[src/rtl/input_debouncer.sv]
// -----------------------------------------------------------------------------
// input_debouncer
//
// Multi-channel input conditioner for raw switch/button levels. Each channel
// runs a two-flop synchronizer followed by a stability counter. The debounced
// level changes only after the synchronized input has disagreed with it for
// STABLE_CYCLES consecutive clock edges. Registered one-cycle rise/fall pulses
// accompany every level change.
//
// Parameters:
//   WIDTH          number of independent channels (lab top: bit0=p, bit1=B, bit2=A)
//   STABLE_CYCLES  consecutive disagreeing edges required for a level change (2..255)
//
// Ports:
//   clock       system clock, rising edge active
//   RST         asynchronous active-low reset, clears all state
//   raw_in      raw asynchronous switch levels
//   level_out   debounced, synchronized level per channel
//   rise_out    one-cycle pulse when level_out[i] goes 0->1
//   fall_out    one-cycle pulse when level_out[i] goes 1->0
//   any_change  OR of all rise_out/fall_out bits, same cycle as the pulses
// -----------------------------------------------------------------------------
module input_debouncer #(
    parameter int unsigned WIDTH         = 3,
    parameter int unsigned STABLE_CYCLES = 4
) (
    input  logic             clock,
    input  logic             RST,
    input  logic [WIDTH-1:0] raw_in,
    output logic [WIDTH-1:0] level_out,
    output logic [WIDTH-1:0] rise_out,
    output logic [WIDTH-1:0] fall_out,
    output logic             any_change
);

    // Counter only ever holds 0..STABLE_CYCLES-1, so ceil(log2) bits suffice.
    localparam int unsigned CNT_W = (STABLE_CYCLES > 2) ? $clog2(STABLE_CYCLES) : 1;
    localparam logic [CNT_W-1:0] CNT_MAX = CNT_W'(STABLE_CYCLES - 1);
    localparam logic [CNT_W-1:0] CNT_ONE = CNT_W'(1);

    // Synchronizer stages; sync1_q absorbs metastability from the raw pins.
    logic [WIDTH-1:0] sync1_q;
    logic [WIDTH-1:0] sync2_q;

    // Debounced state and registered pulse outputs.
    logic [WIDTH-1:0] level_q, level_d;
    logic [WIDTH-1:0] rise_q, rise_d;
    logic [WIDTH-1:0] fall_q, fall_d;
    logic             any_q, any_d;

    // Per-channel stability counters.
    logic [CNT_W-1:0] cnt_q [WIDTH];
    logic [CNT_W-1:0] cnt_d [WIDTH];

    // -------------------------------------------------------------------------
    // Next-state logic. Each channel is evaluated on its own; a channel only
    // moves its level when its counter has already seen STABLE_CYCLES-1
    // disagreeing edges and the current edge disagrees as well.
    // -------------------------------------------------------------------------
    always_comb begin
        level_d = level_q;
        rise_d  = '0;
        fall_d  = '0;
        for (int i = 0; i < int'(WIDTH); i++) begin
            cnt_d[i] = cnt_q[i];
            if (sync2_q[i] == level_q[i]) begin
                // Any agreeing edge restarts the stability window.
                cnt_d[i] = '0;
            end else if (cnt_q[i] == CNT_MAX) begin
                level_d[i] = sync2_q[i];
                cnt_d[i]   = '0;
                rise_d[i]  = sync2_q[i];
                fall_d[i]  = ~sync2_q[i];
            end else begin
                cnt_d[i] = cnt_q[i] + CNT_ONE;
            end
        end
        any_d = |{rise_d, fall_d};
    end

    // -------------------------------------------------------------------------
    // State registers. Reset clears everything, including a pulse that would
    // otherwise have been issued on the coming edge.
    // -------------------------------------------------------------------------
    always_ff @(posedge clock or negedge RST) begin
        if (!RST) begin
            sync1_q <= '0;
            sync2_q <= '0;
            level_q <= '0;
            rise_q  <= '0;
            fall_q  <= '0;
            any_q   <= 1'b0;
            for (int i = 0; i < int'(WIDTH); i++) begin
                cnt_q[i] <= '0;
            end
        end else begin
            sync1_q <= raw_in;
            sync2_q <= sync1_q;
            level_q <= level_d;
            rise_q  <= rise_d;
            fall_q  <= fall_d;
            any_q   <= any_d;
            for (int i = 0; i < int'(WIDTH); i++) begin
                cnt_q[i] <= cnt_d[i];
            end
        end
    end

    assign level_out  = level_q;
    assign rise_out   = rise_q;
    assign fall_out   = fall_q;
    assign any_change = any_q;

endmodule

[config.mk]
export PLATFORM = sky130hd
export DESIGN_NAME = input_debouncer
export DESIGN_NICKNAME = d
export VERILOG_FILES = /design/src/rtl/input_debouncer.sv
export SDC_FILE = /design/constraint.sdc
export NUM_CORES = 1
export LEC_CHECK = 0
export BUFFER_PORTS_ARGS = -buffer_cell sky130_fd_sc_hd__buf_2
export CELL_PAD_IN_SITES_DETAIL_PLACEMENT = 1
export CELL_PAD_IN_SITES_GLOBAL_PLACEMENT = 2
export CORE_ASPECT_RATIO = 1.1
export CORE_UTILIZATION = 38
export CTS_CLUSTER_DIAMETER = 40
export DETAILED_ROUTE_END_ITERATION = 10
export PLACE_DENSITY_LB_ADDON = 0.1
export SYNTH_ARGS = -nofsm -noshare
export SYNTH_HDL_FRONTEND = slang
export SYNTH_SLANG_ARGS = --single-unit
[constraint.sdc]
create_clock -name clock -period 2 [get_ports clock]
set_input_delay 0.1 -clock clock [delete_from_list [all_inputs] [get_ports clock]]
set_output_delay 0.1 -clock clock [all_outputs]
set_load 0.02 [all_outputs]
==> key figures, run 1 <==
Run status
  • Status: complete, no violations

Die
  • Die Area: between 2000 and 2500 um^2
  • Initial Util: approximately two fifths
  • Chip width: 44.73 um
  • Die height: approximately 49 um
  • Top-Level Pins: 15
  • Core Footprint: 1842 um^2
  • Site row count: 16

CTS
  • H-tree lvl count: 1
  • # clock sinks: 22
  • Reg clk slew, reported paths: 110 ps
  • Insertion delay to the later sink of the worst-skew pair: 290 ps
  • Clk root buf: clkbuf_4
  • CTS buffer count: 3
  • Post-CTS setup buffers: 0
  • CTS tree: yes
  • Clock buffer depth: 2

Drt
  • Metal3 WL: about 43 um
  • Metal1 wirelength: roughly 520 um
  • WL met2: slightly above 600 um
  • Residual DRC count: 0
  • Vias/cell: 4.602
  • Iteration count of the initial detailed-routing pass: 1
  • Routed Antenna Nets: 0
  • Highest routed metal layer: met4
  • Vias: 451
  • Starting DRT DRC Count: 0
  • Final WL: between 1000 and 1500 um
  • Routed length per instance: roughly 12 um

Power
  • Net Sw Frac: 31.50%
  • Combinational cell fraction of total power: between 20% and 30%
  • Flop pwr share: between 50% and 60%
  • VDD IR-drop max: 0.6922 mV
  • Int Power: 0.0007535 W
  • Sw power: around 0.00035 W
  • Leak: between 0.4 and 0.5 nW
  • PwrDens: approximately 1200 nW/um^2
  • Total power: between 0.001 and 0.0015 W
  • Clock share of power: between 10% and 20%

Worst setup path
  • Critical path arrival: about 1700 ps
  • Setup crit start: cnt_q[0]
  • Critical path class: reg -> reg
  • CP max stage delay: ~440 ps
  • Worst setup EP type: register
  • Crit-path cells: ha_1 -> and3b_1 -> nor2_1 -> or4b_1
  • CP max FO: 4
  • Critical path startpoint category: register
  • R2r startpoint: cnt_q[0]
  • Slowest cell on crit path: or4b_1
  • Worst Path Required: roughly 2200 ps

Synthesis
  • Synth Cell Area: around 760 um^2
  • Synth Register Bits: 22
  • Post-synthesis sequential area ratio: around 72%
  • Post-synth EDFFs: 0
  • Yosys top cell area share: 72.13%
  • Commonest cells in the synthesized netlist: dfrtp_1 (22), ha_1 (4), nor2_1 (4)
  • Mapped Nets: 59
  • Mean Syn Cell Area: roughly 15 um^2
  • Cell taking the most area after synthesis: dfrtp_1
  • Unique cell type count in the Yosys netlist: 11
  • Gate count of the mapped netlist: 50
  • Async SR Flop Fraction: 100.0%
  • Top cells by area, synth: dfrtp_1 (72%), ha_1 (6.6%), mux2_1 (4.4%)
  • Synth warn: 0
  • Most frequent cell after synthesis: dfrtp_1
  • Top_reg_cell synth: dfrtp_1

Layout
  • Ratio of cells with drive above 1 in the final layout: between 20% and 30%
  • Synth-to-Final Area Change: 21.80%
  • ANT cells: 0
  • Final nets: slightly above 80

STA
  • RSZ-0062 raised after global routing: false
  • Finish-stage setup viols: 0
  • Max Clk Rate: roughly 660 MHz
  • Final Hold Violating Endpoints: 0
  • Clock skew: between 8 and 9 ps
  • Rel. slew slack: about 68%
  • Min Clock Period, post-route: approximately 1500 ps
  • Count of pins over their slew limit: 0
  • Setup tns final: 0 ps
  • Slew @ Worst Pin: 481.3 ps
  • Fin crit share: between 70% and 80%

Place
  • Port Buf Inserts: 14
  • RD Place Congestion: around 0.65
  • Hpwl dp: 837.3 um

Global route
  • First-pass GRT wire length: about 2200 um
  • Largest net degree at the start of global routing: 23
  • Total track usage: a little over an eighth
  • Congestion Overflow GR: 0
  • Antenna violations before repair: 0
  • Vias in the first global route: just under 500

Min path
  • Hold Path Class: in -> async

Flow run
  • MaxCap Viol Count: 0
-- cell type report --
cell class,count,area [um^2]
multi-input cells,28,212.7
fillers,199,912.1
clock buffers,3,22.52
flip-flops and latches,22,550.5
repair buffers,18,110.1
well taps,27,33.78
-- critical path, delay by kind of cell (launching register included) --
kind          cells  cell delay (ps)
fa+ha+maj         1              250
flops             1              400
simple gates      3              730
-- through the flow --
step	utilization [%]	hold WS (ps)	cell area [um^2]	setup slack [ps]	instances
2_1_floorplan	-	-195.6	763.2	610.8	50
3_3_place_gp	47.08	85.66	867.1	539.3	91
3_5_place_dp	47.08	89.39	867.1	493.9	91
4_1_cts	50.48	300.5	929.6	453.5	98
5_1_grt	50.48	322.8	929.6	408.4	98
6_report	50.48	294.4	929.6	480.7	98
-- timing repair --
action,CTS,global route
setup endpoints to repair,0,0
hold buffers,4,0
hold endpoints to repair,25,0
gates resized for setup,0,0
-- state kept, by name (all words and copies together) (netlist names) --
signal	cells
sync1_q	3
level_out	3
fall_out	3
sync2_q	3
cnt_q	6
any_change	1
rise_out	3
-- power by group through the flow --
stage / combinational [W] / sequential [W] / clock (W)
floorplan: 0.000147 / 0.000674 / 0
global placement: 0.000290 / 0.000626 / 0
detailed placement: 0.000296 / 0.000632 / 0
CTS: 0.000303 / 0.000624 / 0.000196
global route: 0.000342 / 0.000637 / 0.000215
finish: 0.000295 / 0.000620 / 0.000186
-- cell usage in the layout (no fill, tap or decap) --
cell type	synthesis	final
or4b_1	1	1
ha_1	4	4
buf_2	0	14
clkbuf_4	0	3
nand2_1	3	3
nor3_1	3	3
dfrtp_1	22	22
xnor2_1	3	3
and3b_1	3	3
mux2_1	3	3
nor2_1	4	4
nor2b_1	3	3
dlygate4sd3_1	0	4
o22ai_1	1	1
-- routing by layer --
metal	vias up	track usage, %
met1	226	17.78
met4	0	4.545
met5	-	0
met3	2	3.333
li1	212	-
met2	11	22.06
-- kinds of logic after synthesis --
family                     synth area share, %
AOI/OAI and AO/OA                       0.8202
xor gates and xnor gates                 3.443
adders and majority gates                6.558
muxes                                    4.426
DFF                                      72.13
and+or+nand+nor                          12.62
-- worst paths after layout --
check                               endpoint  slack [ps]  cells after the start
worst min-delay path            level_out[0]         290                      2
min in group clock                sync2_q[0]         360                      0
worst max register to register    any_change         480                      4
max in group asynchronous           cnt_q[1]        1370                      2
worst min register to register    sync2_q[0]         360                      0
worst max-delay path              any_change         480                      4
Note: power is estimated with default switching activity, not from simulation.
==> run 2: changes to the inputs <==
--- a/config.mk
+++ b/config.mk
@@ -9,7 +9,7 @@
 export CELL_PAD_IN_SITES_DETAIL_PLACEMENT = 1
 export CELL_PAD_IN_SITES_GLOBAL_PLACEMENT = 2
 export CORE_ASPECT_RATIO = 1.1
-export CORE_UTILIZATION = 38
+export CORE_UTILIZATION = 35
 export CTS_CLUSTER_DIAMETER = 40
 export DETAILED_ROUTE_END_ITERATION = 10
 export PLACE_DENSITY_LB_ADDON = 0.1
==> constraint.sdc (replaced) <==
create_clock -name clock -period 1.5 [get_ports clock]
set_input_delay 0.075 -clock clock [delete_from_list [all_inputs] [get_ports clock]]
set_output_delay 0.075 -clock clock [all_outputs]
set_load 0.02 [all_outputs]
==> run 2 against run 1 <==
Against the previous run: combinational power increased by 39%; clock skew fell by 5.6 ps; critical path depth unchanged; critical endpoint unchanged.
==> key figures, run 2 (synthesis gave the netlist of run 1 again) <==
Drt
  • Vias: 458 (+1.6%)
  • Residual DRC count: 0 (unchanged)
  • Routed Antenna Nets: 0 (unchanged)
  • Iteration count of the initial detailed-routing pass: 3 (+2)
  • Vias/cell: 4.535 (-1.5%)
  • Routed length per instance: 11.28 um (-6.7%)
  • Final WL: 1139 um (-3.8%)
  • Starting DRT DRC Count: 1 (+1)

STA
  • Slack of the critical path: 69.64 ps (-411.1 ps)
  • Min Clock Period, post-route: 1430 ps (-88.95 ps)
  • Clock skew: 2.738 ps (-5.599 ps)
  • Setup tns final: 0 ps (unchanged)
  • Fin crit share: 95.36% (+19 points)
  • Finish-stage setup viols: 0 (unchanged)
  • Hold_ws: 262.7 ps (-31.63 ps)
  • Slew @ Worst Pin: 467.9 ps (-13.41 ps)
  • RSZ-0062 raised after global routing: false
  • Final Hold Violating Endpoints: 0 (unchanged)
  • Rel. slew slack: 68.81% (+0.89 points)
  • Count of pins over their slew limit: 0 (unchanged)
  • Max Clk Rate: 699.1 MHz (+6.2%)

Power
  • Sw power: 0.0004649 W (+34%)
  • VDD IR-drop max: 0.8093 mV (+17%)
  • Flop pwr share: 55.9% (-0.4 points)
  • Clock share of power: 16.5% (-0.4 points)
  • Int Power: 0.001018 W (+35%)
  • PwrDens: 1560 nW/um^2 (+32%)
  • Net Sw Frac: 31.35% (-0.15 points)
  • Leak: 0.4916 nW (+1.2%)
  • Combinational cell fraction of total power: 27.6% (+0.8 points)

Layout
  • Reg with most FFs: cnt_q
  • Final nets: 84 (+2.4%)
  • Commonest non-fill, non-tap cells in the layout: dfrtp_1 (22), buf_2 (14), nor2_1 (4), dlygate4sd3_1 (4)
  • Synth-to-Final Area Change: 24.59%
  • Fin util: 47.06% (-3.4 points)
  • Ratio of cells with drive above 1 in the final layout: 28.77% (+4.8 points)
  • ANT cells: 0 (unchanged)
  • Commonest non-fill, non-tap cell in the layout: dfrtp_1
  • Max reg flops: 6 (unchanged)

Global route
  • Congestion Overflow GR: 0 (unchanged)
  • Largest net degree at the start of global routing: 23 (unchanged)
  • Vias in the first global route: 512 (+3.2%)
  • Antenna violations before repair: 0 (unchanged)
  • First-pass GRT wire length: 2118 um (-2.5%)
  • Total track usage: 12.93% (-0.74 points)

Worst setup path
  • R2r startpoint: cnt_q[0]
  • CP max stage delay: 430 ps (about the same)
  • Worst Path Required: 1680 ps (-480 ps)
  • Worst Path Buf+Inv: 0 (unchanged)
  • Critical path class: reg -> reg
  • Crit-path cells: ha_2 -> and3b_1 -> nor2_1 -> or4b_1
  • Worst setup EP type: register
  • Reg2Reg Depth: 4 (unchanged)
  • CP max FO: 4 (unchanged)
  • Slowest cell on crit path: or4b_1
  • Critical path startpoint category: register
  • Flop2flop setup slack: 70 ps (-410 ps)
  • Crit-path leading delay family: simple AND/OR/NAND/NOR gates
  • Worst r2r dst: any_change
  • Critical path arrival: 1610 ps (-70 ps)

CTS
  • # clock sinks: 22 (unchanged)
  • Clk root buf: clkbuf_4
  • H-tree lvl count: 1 (unchanged)
  • CTS tree: yes
  • Reg clk slew, reported paths: 100 ps (about the same)
  • Clock buffer depth: 2 (unchanged)
  • CTS buffer count: 3 (unchanged)
  • Insertion delay to the later sink of the worst-skew pair: 290 ps (about the same)

Place
  • Port Buf Inserts: 14 (unchanged)
  • RD Place Congestion: 0.6846 (+5.7%)
  • DP Worst Slack: 23.35 ps (-470.6 ps)
  • Hpwl dp: 826.7 um (-1.3%)

Die
  • Chip width: 46.53 um (+4.0%)
  • Core Footprint: 2021 um^2 (+9.7%)
  • Die height: 50.98 um (+4.0%)
  • Top-Level Pins: 15 (unchanged)
  • Initial Util: 37.77% (-3.7 points)
  • Die Area: 2372 um^2 (+8.2%)
  • Site row count: 17 (+1)

Flow run
  • MaxCap Viol Count: 0 (unchanged)

Run status
  • Status: complete, no violations

Min path
  • Hold Path Class: in -> async
[run 2: cell types whose count changed in the layout (fill, tap and decap cells not counted)]
cell   delta
buf_4     +2
ha_1      -2
ha_2      +2
[run 2: layout make-up]
class	instances	area, um^2
fill	224	1070
sequential	22	550.5
multi-input combinational	28	217.7
timing repair buffer	20	125.1
tap	28	35.03
clock buffer	3	22.52
[run 2: routing by layer]
layer / vias up / wire [um] / global-route usage, %
met5: - / 0 / 0
met4: 0 / 19 / 5.882
met3: 2 / 44 / 5.300
met2: 13 / 530 / 19.44
met1: 229 / 545 / 15.81
li1: 214 / - / -
[run 2: power by group through the flow]
| stage | Clock, W | Combinational [W] | Sequential (W) |
|---|---|---|---|
| after global placement | 0 | 0.000398 | 0.000834 |
| after CTS | 0.000267 | 0.000411 | 0.000832 |
| after floorplan | 0 | 0.000196 | 0.000898 |
| after global routing | 0.000296 | 0.000472 | 0.000846 |
| after detailed placement | 0 | 0.000398 | 0.000843 |
| final | 0.000245 | 0.000409 | 0.000829 |
[run 2: what timing repair did]
action / 4_1_cts / 5_1_grt
setup buffers: 0 / 0
resized for setup: 0 / 2
endpoints found under the setup margin: 0 / 1
hold endpoints to repair: 25 / 0
hold buffers: 4 / 0
[run 2: worst max path at each step]
stage / from / to / slack [ps] / cells after the start
after floorplan: cnt_q[0] / any_change / 110 / 4
after global placement: cnt_q[0] / any_change / 40 / 4
after detailed placement: cnt_q[0] / any_change / 20 / 4
after CTS: cnt_q[0] / any_change / 7 / 4
after global routing: cnt_q[4] / any_change / 1 / 4
final: cnt_q[0] / any_change / 70 / 4
[run 2: through the flow]
stage	power, W	cells	cell area [um^2]
2_1_floorplan	0.001094	50	763.2
3_3_place_gp	0.001233	94	883.3
3_5_place_dp	0.001240	94	883.3
4_1_cts	0.001511	101	945.9
5_1_grt	0.001614	101	950.9
6_report	0.001483	101	950.9
[run 2: worst reg2reg max path, stage by stage (launching register included)]
cell     delay, ps
dfrtp_1        400
ha_2           210
and3b_1        180
nor2_1          90
or4b_1         430
